[config.mk]
export PLATFORM = sky130hd
export DESIGN_NAME = prog_delay_flat
export DESIGN_NICKNAME = d
export VERILOG_FILES = /design/src/rtl/prog_delay_if.sv /design/src/rtl/prog_delay.sv /design/src/flat_wrapper.sv
export SDC_FILE = /design/constraint.sdc
export NUM_CORES = 1
export LEC_CHECK = 0
export BUFFER_PORTS_ARGS = -buffer_cell sky130_fd_sc_hd__buf_2
export CORE_MARGIN = 3
export CORE_UTILIZATION = 30
export CTS_BUF_LIST = sky130_fd_sc_hd__clkbuf_4 sky130_fd_sc_hd__clkbuf_8
export DETAILED_ROUTE_END_ITERATION = 8
export PLACE_DENSITY = 0.49
export SLEW_MARGIN = 20
export SYNTH_ARGS = -nofsm -noshare
export SYNTH_HDL_FRONTEND = slang
export SYNTH_SLANG_ARGS = --single-unit
[constraint.sdc]
create_clock -name clk -period 6.8 [get_ports clk]
set_input_delay 1.36 -clock clk [delete_from_list [all_inputs] [get_ports clk]]
set_output_delay 1.36 -clock clk [all_outputs]
set_load 0.02 [all_outputs]
[src/rtl/prog_delay_if.sv]
// Signal bundle for prog_delay: the producer drives the control and input side,
// and the delay line drives the delayed word and its status.
interface prog_delay_if #(
  parameter int data_size = 16,
  parameter int size      = 1,
  parameter int max_cycle = 8
);
  localparam int DW = $clog2(max_cycle + 1);
  localparam int BW = data_size * size;

  // Valid-only qualification, no back-pressure: a word transfers on every edge where
  // en=1, load=0 and valid_in=1. valid_out marks bus_out as carrying a real word
  // that cycle. There is no ready signal, so the consumer must accept every valid word.
  logic          en;
  logic          load;
  logic [DW-1:0] delay_sel;
  logic [BW-1:0] bus_in;
  logic          valid_in;
  logic [BW-1:0] bus_out;
  logic          valid_out;
  logic [DW-1:0] cur_delay;
  logic [DW-1:0] count;

  modport master (
    output en, load, delay_sel, bus_in, valid_in,
    input  bus_out, valid_out, cur_delay, count
  );

  modport slave (
    input  en, load, delay_sel, bus_in, valid_in,
    output bus_out, valid_out, cur_delay, count
  );
endinterface

[src/rtl/prog_delay.sv]
// Programmable delay line: max_cycle physical stages, output tapped at stage cur_delay-1.
// A load flushes all in-flight words and selects a new delay.
module prog_delay #(
  parameter int data_size     = 16,
  parameter int size          = 1,
  parameter int max_cycle     = 8,
  parameter int default_cycle = 1
) (
  input  logic         clk,
  input  logic         reset,
  prog_delay_if.slave  pd
);
  localparam int DW = $clog2(max_cycle + 1);
  localparam int BW = data_size * size;
  localparam int IW = (max_cycle > 1) ? $clog2(max_cycle) : 1;
  localparam logic [DW-1:0] ONE   = DW'(1);
  localparam logic [DW-1:0] MAX_D = DW'(max_cycle);
  localparam logic [DW-1:0] DEF_D = DW'(default_cycle);

  logic [BW-1:0]        data_q [max_cycle];
  logic [BW-1:0]        data_d [max_cycle];
  logic [max_cycle-1:0] vld_q, vld_d;
  logic [DW-1:0]        cur_delay_q, cur_delay_d;
  logic [DW-1:0]        count_q, count_d;
  logic [DW-1:0]        sel_clamped;
  logic [IW-1:0]        out_idx;

  assign out_idx = IW'(cur_delay_q - ONE);

  always_comb begin
    sel_clamped = pd.delay_sel;
    if (pd.delay_sel == '0) begin
      sel_clamped = ONE;
    end else if (pd.delay_sel > MAX_D) begin
      sel_clamped = MAX_D;
    end
  end

  always_comb begin
    vld_d       = vld_q;
    data_d      = data_q;
    cur_delay_d = cur_delay_q;
    count_d     = count_q;
    if (pd.load) begin
      // Only the valid bits are flushed; stale data is harmless once unqualified.
      vld_d       = '0;
      count_d     = '0;
      cur_delay_d = sel_clamped;
    end else if (pd.en) begin
      vld_d[0]  = pd.valid_in;
      data_d[0] = pd.bus_in;
      for (int k = 1; k < max_cycle; k++) begin
        vld_d[k]  = vld_q[k-1];
        data_d[k] = data_q[k-1];
      end
      case ({pd.valid_in, vld_q[out_idx]})
        2'b10:   count_d = count_q + ONE;
        2'b01:   count_d = count_q - ONE;
        default: count_d = count_q;
      endcase
    end
  end

  always_ff @(posedge clk) begin
    if (reset) begin
      vld_q       <= '0;
      cur_delay_q <= DEF_D;
      count_q     <= '0;
      for (int k = 0; k < max_cycle; k++) begin
        data_q[k] <= '0;
      end
    end else begin
      vld_q       <= vld_d;
      cur_delay_q <= cur_delay_d;
      count_q     <= count_d;
      for (int k = 0; k < max_cycle; k++) begin
        data_q[k] <= data_d[k];
      end
    end
  end

  assign pd.bus_out   = data_q[out_idx];
  assign pd.valid_out = vld_q[out_idx];
  assign pd.cur_delay = cur_delay_q;
  assign pd.count     = count_q;
endmodule

[src/flat_wrapper.sv]
// flat-port wrapper written by rule: the top's interface ports become plain ports
module prog_delay_flat 
#(
  parameter int data_size     = 16,
  parameter int size          = 1,
  parameter int max_cycle     = 8,
  parameter int default_cycle = 1
)
  (clk, reset, pd_en, pd_load, pd_delay_sel, pd_bus_in, pd_valid_in, pd_bus_out, pd_valid_out, pd_cur_delay, pd_count);
  prog_delay_if #(.data_size(data_size), .size(size), .max_cycle(max_cycle)) pd_i ();
  input  logic clk;
  input  logic reset;
  input wire logic [$bits(pd_i.en)-1:0] pd_en;
  input wire logic [$bits(pd_i.load)-1:0] pd_load;
  input wire logic [$bits(pd_i.delay_sel)-1:0] pd_delay_sel;
  input wire logic [$bits(pd_i.bus_in)-1:0] pd_bus_in;
  input wire logic [$bits(pd_i.valid_in)-1:0] pd_valid_in;
  output wire logic [$bits(pd_i.bus_out)-1:0] pd_bus_out;
  output wire logic [$bits(pd_i.valid_out)-1:0] pd_valid_out;
  output wire logic [$bits(pd_i.cur_delay)-1:0] pd_cur_delay;
  output wire logic [$bits(pd_i.count)-1:0] pd_count;
  assign pd_i.en = pd_en;
  assign pd_i.load = pd_load;
  assign pd_i.delay_sel = pd_delay_sel;
  assign pd_i.bus_in = pd_bus_in;
  assign pd_i.valid_in = pd_valid_in;
  assign pd_bus_out = pd_i.bus_out;
  assign pd_valid_out = pd_i.valid_out;
  assign pd_cur_delay = pd_i.cur_delay;
  assign pd_count = pd_i.count;
  prog_delay #(.data_size(data_size), .size(size), .max_cycle(max_cycle), .default_cycle(default_cycle)) u_core (.clk(clk), .reset(reset), .pd(pd_i));
endmodule
==> flow_metrics.py <==
metrics = {
    "run_status": {
        "status": "finished, final reports clean",
    },
    "critical_path": {
        "crit_chain": "buf_4, inv_1, ha_1, buf_4, mux4_2, mux2_2, buf_2",
        "required_ns": 5.44,
        "critPathTopFamily": "buffers and inverters",
        "reg2reg_slack_ns": 2.72,
        "critPathCaptureType": "output pin",
        "crit_start": "u_core.pd.cur_delay[0]",
        "crit_end": "pd_bus_out[14]",
        "crit_path_max_incr_delay_ns": 0.90,
        "critPathSlowestCell": "ha_1",
        "crit_type": "flip-flop to output pin",
        "crit_cells": 7,
        "reg2reg_depth": 11,
        "crit_top_cell": "buf_4",
        "critical_path_arrival_ns": 3.60,
        "crit_fanout": 37,
        "path_buf_inv": 4,
        "reg2reg_from": "u_core.pd.cur_delay[0]",
        "r2r_end": "u_core.pd.count[3]",
        "critPathLaunchType": "flip-flop",
    },
    "cells_and_area": {
        "final.fill_count": 2099,
        "final_cells": 995,
        "most-common-layout-cells": "258 x nand2_1, 143 x dfxtp_1, 133 x a21oi_1",
        "final_area_sq_um": 6930,
        "finalNetCount": 747,
        "syn2layout_area_growth_pct": 12.8,
        "final_common_cell": "nand2_1",
        "drive_gt1_frac": 0.192,
        "n_antenna_cell": 0,
    },
    "power": {
        "ir_drop_v": 0.000109,
        "power_leakage_nw": 2.44,
        "power.density_nw_per_um2": 237,
        "total_power_mw": 1.64,
    },
    "flow_run": {
        "maxCapViolations": 0,
    },
    "yosys": {
        "synth-seq-area-share": 0.469,
        "synth_top_cell_area_share": 0.469,
        "ys_warn_count": 0,
        "ys_seq_elements": 144,
        "syn-cell-area_sq_um": 6150,
        "synth_top_area_cell": "dfxtp_1",
        "synth_cell_types": 27,
        "synth.avg_cell_area_sq_um": 8.84,
        "netlist_top_cells_area": "dfxtp_1 47%, nand2_1 16%, a21oi_1 11%",
        "syn_nets": 725,
        "syn-instance-count": 695,
    },
    "placement": {
        "place_area_sq_um": 6530,
        "place.gp.congestion": 0.685,
        "dp.final_hpwl_microns": 7880,
        "place_inst": 962,
        "io_buffers": 49,
    },
    "floorplan": {
        "rows": 51,
        "die_area_sq_um": 22200,
        "die_h_microns": 149,
        "ios": 50,
        "initial_core_util": 0.311,
        "core_sq_um": 19800,
        "die_width_microns": 149,
    },
    "timing": {
        "fmax_mhz": 202,
        "period_share": 0.730,
        "hold_slack_ns": 0.458,
        "finalSetupTns_ns": 0,
        "rsz0062_at_grt": "false",
        "tightest_slew_ns": 0.890,
        "skew_ns": 0.0132,
        "post-route-min-period_ns": 4.96,
        "slew_violations": 0,
        "hold_violations": 0,
        "setup_viol": 0,
        "relSlewSlack": 0.407,
    },
    "cts": {
        "tritoncts": "done",
        "clk-insertion-delay-late_ns": 0.45,
        "cts_hold_buf": 0,
        "clk_path_buf_depth": 2,
        "numCtsBuffers": 17,
        "clock_sinks": 144,
        "h-tree-depth": 4,
        "ctsResizeCount": 0,
        "path_clk_slew_ns": 0.08,
        "post-cts-setup-buffers": 0,
        "clockRootBuffer": "clkbuf_8",
    },
    "hold_path": {
        "hp-class": "flip-flop to flip-flop",
    },
    "global_route": {
        "grt_usage": 0.126,
        "grt_overflow": 0,
        "grt_max_degree": 86,
        "grt_pass1_wl_microns": 22500,
        "grt_pass1_vias": 4313,
        "antenna_found_initial": 0,
    },
    "route": {
        "via_per_inst": 4.66,
        "wl_per_cell_microns": 13.5,
        "drt_iter0_drc": 289,
        "ant_nets": 0,
        "dr.pass1.iters": 4,
        "wl_microns": 13400,
        "vias": 4632,
        "drc": 0,
    },
}
==> worst register-to-register path: stages (launching register included) <==
cell,delay [ns]
dfxtp_2,0.32
buf_4,0.55
inv_1,0.11
ha_1,0.90
mux4_2,0.41
mux2_2,0.29
ha_1,0.27
ha_1,0.35
a21oi_1,0.10
a2111o_1,0.44
a21o_1,0.17
a21oi_1,0.12
==> cells by family (layout without fill, tap and decap cells) <==
| logic type | after synthesis | count (layout) | synth area share |
|---|---|---|---|
| AOI/OAI and AO/OA | 137 | 137 | 0.114 |
| muxes | 61 | 61 | 0.175 |
| adders and majority gates | 5 | 5 | 0.0114 |
| DFF | 144 | 144 | 0.469 |
| and+or+nand+nor | 283 | 283 | 0.175 |
| xor gates and xnor gates | 3 | 3 | 0.00550 |
| buffers and inverters | 62 | 97 | 0.0507 |
==> metal layers <==
metal,track usage,up-vias,part of all wire
met5,0,-,0
met4,0.0426,0,0.013
met3,0.0313,13,0.033
met2,0.180,65,0.44
met1,0.185,2174,0.52
li1,-,2380,-
==> cell type report <==
type	count	area [sq um]	area share
Inverter	8	30.0	0.00433
Multi-Input combinational cell	489	2970	0.428
Sequential cell	144	2880	0.416
Clock inverter	14	131	0.0189
Timing Repair Buffer	57	340	0.0491
Tap cell	265	332	0.0478
Clock buffer	18	248	0.0357
==> synth_stat cells <==
cell	instances
xor2_2	1
nor2_1	19
nand2_1	259
fa_1	1
and2b_1	1
o31ai_1	1
mux2_2	17
buf_6	2
xnor2_1	2
a21o_1	1
mux4_2	29
a211oi_1	1
or2_2	1
mux4_1	5
a2111o_1	1
inv_1	8
buf_2	19
mux2i_1	10
buf_12	2
dfxtp_1	144
nand4_1	1
a21oi_1	133
buf_1	3
buf_4	2
nand3_1	2
ha_1	4
clkbuf_1	26
==> registers in the layout (all words and copies together), names as in the netlist <==
signal / count
u_core.data_q: 128
u_core.pd.cur_delay: 4
u_core.vld_q: 8
u_core.pd.count: 4
==> how the worst min path moves through the flow <==
stage / start / to / slack [ns] / depth (start not counted)
3_3_place_gp: u_core.data_q[4] / u_core.data_q[4] / 0.45 / 2
3_5_place_dp: u_core.data_q[4] / u_core.data_q[4] / 0.45 / 2
2_1_floorplan: u_core.data_q[0] / u_core.data_q[0] / 0.43 / 2
5_1_grt: u_core.data_q[0] / u_core.data_q[0] / 0.48 / 2
4_1_cts: u_core.data_q[0] / u_core.data_q[0] / 0.46 / 2
6_report: u_core.data_q[13] / u_core.data_q[13] / 0.46 / 2
==> power by group <==
part / internal, mW / switching [mW] / total (mW)
combinational: 0.0472 / 0.0876 / 0.135
sequential: 0.851 / 0.00674 / 0.858
clock: 0.303 / 0.348 / 0.651
total: 1.20 / 0.443 / 1.64
==> through the flow <==
stage	setup WS (ns)	utilization
final	1.84	0.350
after global placement	2.23	0.330
after global routing	1.54	0.350
after detailed placement	2.21	0.330
after CTS	1.71	0.349
after floorplan	3.14	-
Power figures use the tool's default switching activity.
